<file path="src/rtl/dense_pkg.sv">
// rtl/dense_pkg.sv - shared types, constants and the output clamp for the dense-layer sequencer
//
// Contents:
//   N_IN_C       taps per neuron supported by the dot-product engine
//   DP_W         engine result width
//   state_t      sequencer state encoding
//   sat_relu32() 64-bit signed result -> 32-bit output word (optional ReLU, then saturate)

package dense_pkg;

   localparam int N_IN_C = 10;
   localparam int DP_W   = 64;

   typedef enum logic [2:0] {
      ST_IDLE,
      ST_FETCH,
      ST_START,
      ST_ACK,
      ST_WAIT,
      ST_WRITE,
      ST_DONE
   } state_t;

   // The value fits in 32 bits exactly when bits [63:31] are all equal;
   // otherwise the sign bit picks which rail to clamp to.
   function automatic logic [31:0] sat_relu32(input logic [DP_W-1:0] r, input logic relu_en);
      logic [31:0] res;
      if (relu_en && r[DP_W-1]) begin
         res = '0;
      end else if ((r[DP_W-1:31] == {(DP_W-31){1'b0}}) || (r[DP_W-1:31] == {(DP_W-31){1'b1}})) begin
         res = r[31:0];
      end else if (r[DP_W-1]) begin
         res = 32'h8000_0000;
      end else begin
         res = 32'h7FFF_FFFF;
      end
      return res;
   endfunction

endpackage

</file>
<file path="src/rtl/sat_relu_32.sv">
// rtl/sat_relu_32.sv - combinational 64->32 signed saturation with optional ReLU
//
// Ports:
//   result   in   DP_W  signed engine result
//   relu_en  in   1     1 = negative results become 0
//   data     out  32    clamped output word

module sat_relu_32
   import dense_pkg::*;
(
   input  logic [DP_W-1:0] result,
   input  logic            relu_en,
   output logic [31:0]     data
);

   assign data = sat_relu32(result, relu_en);

endmodule

</file>
<file path="src/rtl/dense_layer_seq.sv">
// rtl/dense_layer_seq.sv - sequences one dense layer of neurons through the 10-tap dot-product engine
//
// Ports:
//   clk_i, rst_i                       clock, synchronous active-high reset
//   cmd_start_i, relu_en_i, act_i      layer command, ReLU enable and activations (latched on accept)
//   cmd_busy_o, cmd_done_o, err_o      layer status; err_o is a sticky engine timeout
//   wmem_rd_o, wmem_addr_o             weight memory read strobe/address
//   wmem_rdata_i                       weight memory data, valid one cycle after the strobe
//   dp_a_o, dp_b_o, dp_c_o, dp_start_o engine operands and start
//   dp_busy_i, dp_result_valid_i       engine handshake
//   dp_result_i                        engine signed result
//   out_we_o, out_addr_o, out_data_o   output buffer write port

module dense_layer_seq
   import dense_pkg::*;
#(
   parameter int N_IN    = N_IN_C,
   parameter int N_OUT   = 4,
   parameter int AW      = 9,
   parameter int TIMEOUT = 64
) (
   input  logic                 clk_i,
   input  logic                 rst_i,
   input  logic                 cmd_start_i,
   input  logic                 relu_en_i,
   input  logic [N_IN*32-1:0]   act_i,
   output logic                 cmd_busy_o,
   output logic                 cmd_done_o,
   output logic                 err_o,
   output logic                 wmem_rd_o,
   output logic [AW-1:0]        wmem_addr_o,
   input  logic [31:0]          wmem_rdata_i,
   output logic [N_IN*32-1:0]   dp_a_o,
   output logic [N_IN*32-1:0]   dp_b_o,
   output logic [31:0]          dp_c_o,
   output logic                 dp_start_o,
   input  logic                 dp_busy_i,
   input  logic                 dp_result_valid_i,
   input  logic [DP_W-1:0]      dp_result_i,
   output logic                 out_we_o,
   output logic [5:0]           out_addr_o,
   output logic [31:0]          out_data_o
);

   localparam int KW = $clog2(N_IN + 2);
   localparam int TW = $clog2(TIMEOUT + 1);

   state_t          state;
   logic [KW-1:0]   fk;        // cycle index inside FETCH, 0..N_IN+1
   logic [5:0]      n;         // current neuron
   logic            relu_q;
   logic [TW-1:0]   tcnt;      // cycles spent in ACK+WAIT
   logic [31:0]     sat_data;

   sat_relu_32 u_sat (
      .result  (dp_result_i),
      .relu_en (relu_q),
      .data    (sat_data)
   );

   always_ff @(posedge clk_i) begin
      if (rst_i) begin
         state       <= ST_IDLE;
         fk          <= '0;
         n           <= '0;
         relu_q      <= 1'b0;
         tcnt        <= '0;
         cmd_busy_o  <= 1'b0;
         cmd_done_o  <= 1'b0;
         err_o       <= 1'b0;
         wmem_rd_o   <= 1'b0;
         wmem_addr_o <= '0;
         dp_a_o      <= '0;
         dp_b_o      <= '0;
         dp_c_o      <= '0;
         dp_start_o  <= 1'b0;
         out_we_o    <= 1'b0;
         out_addr_o  <= '0;
         out_data_o  <= '0;
      end else begin
         case (state)
            ST_IDLE: begin
               if (cmd_start_i) begin
                  dp_a_o      <= act_i;
                  relu_q      <= relu_en_i;
                  err_o       <= 1'b0;
                  n           <= '0;
                  cmd_busy_o  <= 1'b1;
                  fk          <= '0;
                  wmem_rd_o   <= 1'b1;
                  wmem_addr_o <= '0;
                  state       <= ST_FETCH;
               end
            end

            // Reads go out on fk = 0..N_IN; data for read j lands on fk = j+1,
            // so the last word (bias) is captured on fk = N_IN+1.
            ST_FETCH: begin
               if (fk != '0) begin
                  if (fk == KW'(N_IN + 1)) begin
                     dp_c_o <= wmem_rdata_i;
                  end else begin
                     dp_b_o[32*(int'(fk)-1) +: 32] <= wmem_rdata_i;
                  end
               end
               if (fk < KW'(N_IN)) begin
                  wmem_rd_o   <= 1'b1;
                  wmem_addr_o <= wmem_addr_o + AW'(1);
               end else begin
                  wmem_rd_o   <= 1'b0;
               end
               if (fk == KW'(N_IN + 1)) begin
                  dp_start_o <= 1'b1;
                  state      <= ST_START;
               end
               fk <= fk + KW'(1);
            end

            ST_START: begin
               dp_start_o <= 1'b0;
               tcnt       <= '0;
               state      <= ST_ACK;
            end

            // result_valid is only looked at in WAIT: in ACK it may still be
            // held high from the previous neuron.
            ST_ACK, ST_WAIT: begin
               if ((state == ST_WAIT) && dp_result_valid_i) begin
                  out_we_o   <= 1'b1;
                  out_addr_o <= n;
                  out_data_o <= sat_data;
                  state      <= ST_WRITE;
               end else if (tcnt == TW'(TIMEOUT - 1)) begin
                  err_o      <= 1'b1;
                  cmd_done_o <= 1'b1;
                  cmd_busy_o <= 1'b0;
                  state      <= ST_DONE;
               end else begin
                  tcnt <= tcnt + TW'(1);
                  if ((state == ST_ACK) && dp_busy_i) begin
                     state <= ST_WAIT;
                  end
               end
            end

            // Weight words are contiguous across neurons, so the next base
            // address is one past the previous bias word.
            ST_WRITE: begin
               out_we_o <= 1'b0;
               if (n == 6'(N_OUT - 1)) begin
                  cmd_done_o <= 1'b1;
                  cmd_busy_o <= 1'b0;
                  state      <= ST_DONE;
               end else begin
                  n           <= n + 6'd1;
                  fk          <= '0;
                  wmem_rd_o   <= 1'b1;
                  wmem_addr_o <= wmem_addr_o + AW'(1);
                  state       <= ST_FETCH;
               end
            end

            ST_DONE: begin
               cmd_done_o <= 1'b0;
               state      <= ST_IDLE;
            end

            default: state <= ST_IDLE;
         endcase
      end
   end

endmodule

</file>
<file path="config.mk">
export PLATFORM = sky130hd
export DESIGN_NAME = dense_layer_seq
export DESIGN_NICKNAME = d
export VERILOG_FILES = /design/src/rtl/dense_pkg.sv /design/src/rtl/sat_relu_32.sv /design/src/rtl/dense_layer_seq.sv
export SDC_FILE = /design/constraint.sdc
export NUM_CORES = 1
export LEC_CHECK = 0
export ABC_AREA = 1
export CAP_MARGIN = 0
export CORE_AREA = 2 2 447 449
export CTS_BUF_LIST = sky130_fd_sc_hd__clkbuf_2 sky130_fd_sc_hd__clkbuf_4 sky130_fd_sc_hd__clkbuf_8
export DETAILED_ROUTE_END_ITERATION = 12
export DIE_AREA = 0 0 449 451
export GPL_TIMING_DRIVEN = 0
export HOLD_SLACK_MARGIN = 0.03
export PLACE_DENSITY_LB_ADDON = 0.05
export SYNTH_ARGS = -nofsm -noshare
export SYNTH_HDL_FRONTEND = slang
export SYNTH_SLANG_ARGS = --single-unit
export TNS_END_PERCENT = 10
</file>
<file path="constraint.sdc">
create_clock -name clk_i -period 8.1 [get_ports clk_i]
set_input_delay 0.81 -clock clk_i [delete_from_list [all_inputs] [get_ports clk_i]]
set_output_delay 0.81 -clock clk_i [all_outputs]
set_load 0.03 [all_outputs]
</file>
== Yosys cells after proc, flatten, opt, wreduce, memory -nomap -nowiden ==
Index checks and enable logic that the tools add are counted.
Word-level totals
  bits in registers: 746
  word-level logic and storage cells: 119
Cells by class
  add/sub/neg operators: 6
  magnitude comparators: 1
  equality and inequality tests: 20
  shift-type cells: 2
  mux-type cells: 42
  bitwise operators: 1
  reduce and logical (&&, ||, !) cells: 30
Operators by type and width (count)
  bitwise mux 320 bit: 1
  variable shift 32 x 33 -> 320 bit (first input constant): 1
  variable part select 32 x 33 -> 320 bit: 1
  two-way mux 32 bit: 3
  equality test 33 bit (second input constant): 1
  logical NOT 33 bit: 1
  negation 10 -> 33 bit: 1
  two-way mux 9 bit: 3
  one-hot mux 9 bit (3 select lines): 1
  two-way mux 3 bit: 6
  inequality test 2 bit (second input constant): 9
  AND reduction 3 bit: 6
  one-hot mux 3 bit (5 select lines): 1
  two-way mux 7 bit: 2
  one-hot mux 7 bit (2 select lines): 1
  two-way mux 1 bit: 12
  two-way mux 6 bit: 2
  one-hot mux 4 bit (3 select lines): 1
  one-hot mux 6 bit (2 select lines): 1
  AND reduction 4 bit: 3
  nonzero test 2 bit: 5
  adder 9 x 1 -> 9 bit (second input constant): 1
  equality test 3 bit (second input constant): 3
  one-hot mux 1 bit (3 select lines): 3
  22 further kinds: 33

== Logic depth before layout (Yosys ltp) ==
  depth after elaboration: 6
  mapped depth: 22
  mapped depth without buffers: 20

== Hierarchy ==
Synthesis repeated with hierarchy kept, for this count alone.
Second synthesis, totals
  cells, all modules: 4469
  area total of the unflattened synthesis: 31164.9 um^2
By module, submodules not included
  dense_layer_seq: times used 1, cells each 4325, area each 30498.0 um^2, sequential area each 14934.3 um^2
  sat_relu_32: times used 1, cells each 144, area each 666.9 um^2, sequential area each 0.0 um^2

== Worst setup path before layout ==
OpenSTA, ideal clock, no wires.
  kind: flip-flop to flip-flop
  start point: register fk[0]
  end point: register dp_b_o[174]
  setup time: 115 ps
  arrival: 3206 ps
  data required time: 7985 ps
  path slack: 4778 ps
  cell stages (with the launch flop): 21
  path buffers: 3
  path through: dfxtp_1 > inv_2 > ha_1 > nand2_1 > nor2_1 > nand3_1 > clkbuf_1 > inv_1 > ha_1 > inv_2 > nand2_1 > nor2_1 > nand2_1 > nand2_1 > nand3_1 > nor2_1 > clkbuf_1 > buf_1 > nand3_1 > nand2_1 > nor2_1
Between the ends
  word-level cells in the longest chain between the ends: 4
  elaborated cells on any way between the ends: 9
RTL lines
  start: declaration: RTL line dense_layer_seq.sv:49  | logic [KW-1:0] fk;
  start signal: assignment: RTL line dense_layer_seq.sv:116  | fk <= fk + KW'(1);
  subtractor 4 x 1 -> 5 bit: RTL line dense_layer_seq.sv:103  | dp_b_o[32*(int'(fk)-1) +: 32] <= wmem_rdata_i;
  negation 10 -> 33 bit: RTL line dense_layer_seq.sv:103
  variable part select 32 x 33 -> 320 bit / variable shift 32 x 33 -> 320 bit (equally long branches): RTL line dense_layer_seq.sv:103
  bitwise mux 320 bit: RTL line dense_layer_seq.sv:103
  end signal: indexed assignment: RTL line dense_layer_seq.sv:103
  end: declaration: RTL line dense_layer_seq.sv:34  | output logic [N_IN*32-1:0] dp_b_o,
Several ways; a longest one is shown, not always the timed one.
A chain may end at the register's enable or synchronous reset.

== Worst setup path in the final report ==
  start point: register fk[0]
  end point: register dp_b_o[50]
The elaborated chain is that of the path after synthesis.

==> flow_summary.toml <==
[cells_and_area]
syn2layout_area_growth_pct = 59.2
fillers = 22400
seq_area_um2 = 14900
drive_gt1_share_pct = 6.63
fin_cells = 8596
final_nets = 6242
multiInputGateArea_um2 = 13400

[placed_design]
dpl.cell_count = 8300
gp_congestion = 0.840
dpl.hpwl_um = 167000
post-place-ws_ns = 2.14
place.port_buffers = 1145

[clock_tree]
htreeDepth = 4
cts_setup_buffers = 0
clkSinkCount = 746
cts_buffers = 162
cts-root-buf = "clkbuf_8"
cts_resized = 0
cts_tree = "built"
cts_hold_buf = 0
worst_skew_pair.late_latency_ns = 0.94
cts_buffer_depth = 3
cts.clk_slew.worst_paths_ns = 0.06

[timing]
finalHoldViolCount = 0
timing.final.crit_share_pct = 71.0
hold_ws_ns = 0.457
setup_tns_ns = 0
rsz0062_at_grt = "no"
finalClockSkew_ns = 0.0460
slew-limit-headroom_pct = 18.7
finalSetupViolations = 0
fin_crit_ns = 5.75
worstMarginPinSlew_ns = 1.22
layout_setup_ws_ns = 2.35
fmax_mhz = 174
slew_viol_final = 0

[detailed_routing]
routed-wl-met2_um = 110000
first_pass_iters = 5
ant_nets = 0
vias_per_cell = 3.95
wl_met1_um = 79900
num_vias = 34000
finalWirelength_um = 208000
top_layer = "met5"
drc = 0
routedWlPerCell_um = 24.2
wl_met3_um = 12900
drt_iter0_markers = 1722

[logic_synthesis]
ys_types = 30
yosysWarnings = 0
synth.most_common_cell = "nor2_1"
synth_top_area_cell = "dfxtp_1"
syn_inst = 4499
synth_edf_count = 0
ys_seq_elements = 746
ys_seq_area_share_pct = 48.6
ys.flop_type = "dfxtp_1"
syn_avg_cell_area_um2 = 6.84
syn_nets = 4933
synth_top_area_share_pct = 48.6
synthTopCellsByArea = "dfxtp_1, nor2_1, nand2_1"
synth_area_um2 = 30800
synthTopCellsByCount = "nor2_1, nand2_1, dfxtp_1"
async_reset_ff_share_pct = 0

[worst_setup_path]
start_kind = "flip-flop"
worstSetupPathType = "reg -> reg"
crit_arrival_ns = 6.62
required_ns = 8.96
worst_setup_path_end_kind = "flip-flop"
worst-path-max-fanout = 10
rr_worst_depth = 15

[grt]
grt_overflow = 0
antenna_found_initial = 53
grt_max_degree = 17
grt_pass1_vias = 34600
grt_pass1_wl_um = 284000
grt.total_usage_pct = 19.9

[power_and_ir_drop]
finalPower_mw = 14.1
vdd_drop_max_v = 0.000143
p_leak_nw = 19.8
cellPowerDensity_nw_per_um2 = 289

[die]
die_y_um = 451
start_util_pct = 15.5
row_count = 164
die-area_um2 = 202000
core_area_um2 = 198000
ios = 1147
dieWidth_um = 449

[worst_hold_path]
hold_depth = 3
worstHoldPathType = "in -> reg"

[run_status]
outcome = "complete, no violations"

[flow_run]
cap_violations = 0
==> worst paths after layout <==
path,slack (ns),end,startpoint
worst max-delay path,2.35,dp_b_o[50],fk[0]
worst max register to register,2.35,dp_b_o[50],fk[0]
worst min-delay path,0.46,dp_a_o[105],act_i[105]
worst min register to register,0.46,out_we_o,out_we_o
==> final cells by class <==
| type | instances | area share (%) |
|---|---|---|
| flip-flops and latches | 746 | 30.5 |
| multi-input cells | 3182 | 27.4 |
| repair buffers | 1145 | 23.4 |
| well taps | 2656 | 6.79 |
| clock buffers | 259 | 6.41 |
| plain buffers | 317 | 2.92 |
| inverters | 254 | 1.95 |
| clock inverters | 23 | 0.511 |
| diodes | 14 | 0.0716 |
==> cells by family (layout without fill, tap and decap cells) <==
kind of cell	after synthesis	count (layout)	synth area share [%]
and+or+nand+nor	2582	2582	33.5
DFF	746	746	48.6
AOI/OAI and AO/OA	575	575	9.38
buffers and inverters	571	1998	7.75
xor gates and xnor gates	13	13	0.370
adders and majority gates	12	12	0.488
other	0	14	0
==> metal layers <==
| layer | vias up | global-route usage, % |
|---|---|---|
| met3 | 290 | 5.75 |
| li1 | 16800 | - |
| met5 | - | 0 |
| met2 | 966 | 37.8 |
| met1 | 15900 | 21.2 |
| met4 | 48 | 5.25 |
==> registers in the layout, summed over array words and instances (netlist names) <==
name and flops:
dp_a_o 320, tcnt 7, dp_start_o 1, err_o 1
cmd_busy_o 1, out_addr_o 6, out_we_o 1, relu_q 1
dp_c_o 32, out_data_o 32, wmem_addr_o 9, cmd_done_o 1
n 6, state 3, dp_b_o 320, wmem_rd_o 1
fk 4
==> stage by stage <==
| step | utilization [%] | instance area [µm²] |
|---|---|---|
| 2_1_floorplan | - | 30800 |
| 3_3_place_gp | 23.0 | 45500 |
| 3_5_place_dp | 23.0 | 45500 |
| 4_1_cts | 24.7 | 48900 |
| 5_1_grt | 24.7 | 48900 |
| 6_report | 24.7 | 49000 |
==> report_power, final <==
part	total (mW)	switching, mW	internal (mW)
logic	5.21	3.71	1.50
registers	4.47	0.275	4.20
clock network	4.47	1.97	2.49
==> worst max-delay path, stage by stage, from the launching register on <==
cell and delay [ns]:
dfxtp_1 0.44, inv_2 0.15, ha_1 0.42, nand2_1 0.35, nor2_1 0.11, nand3_1 0.20, clkbuf_1 0.45, inv_1 0.09
ha_1 0.31, inv_2 0.09, clkbuf_1 0.55, clkbuf_1 0.64, nand2_1 0.77, nor3_1 0.86, nor2_1 0.12, nor2_1 0.12
==> placed cells by master (no fill, tap or decap), types with 50 or more instances in the layout <==
master	instances
clkbuf_8	191
inv_1	244
o21ai_0	370
clkdlybuf4s50_1	1145
nor2_1	1430
a21oi_1	202
clkbuf_4	68
nand2_1	832
dfxtp_1	746
nand3_1	191
clkbuf_1	207
buf_2	50
nand4_1	80
No activity file was read; power rests on OpenSTA's default activity.
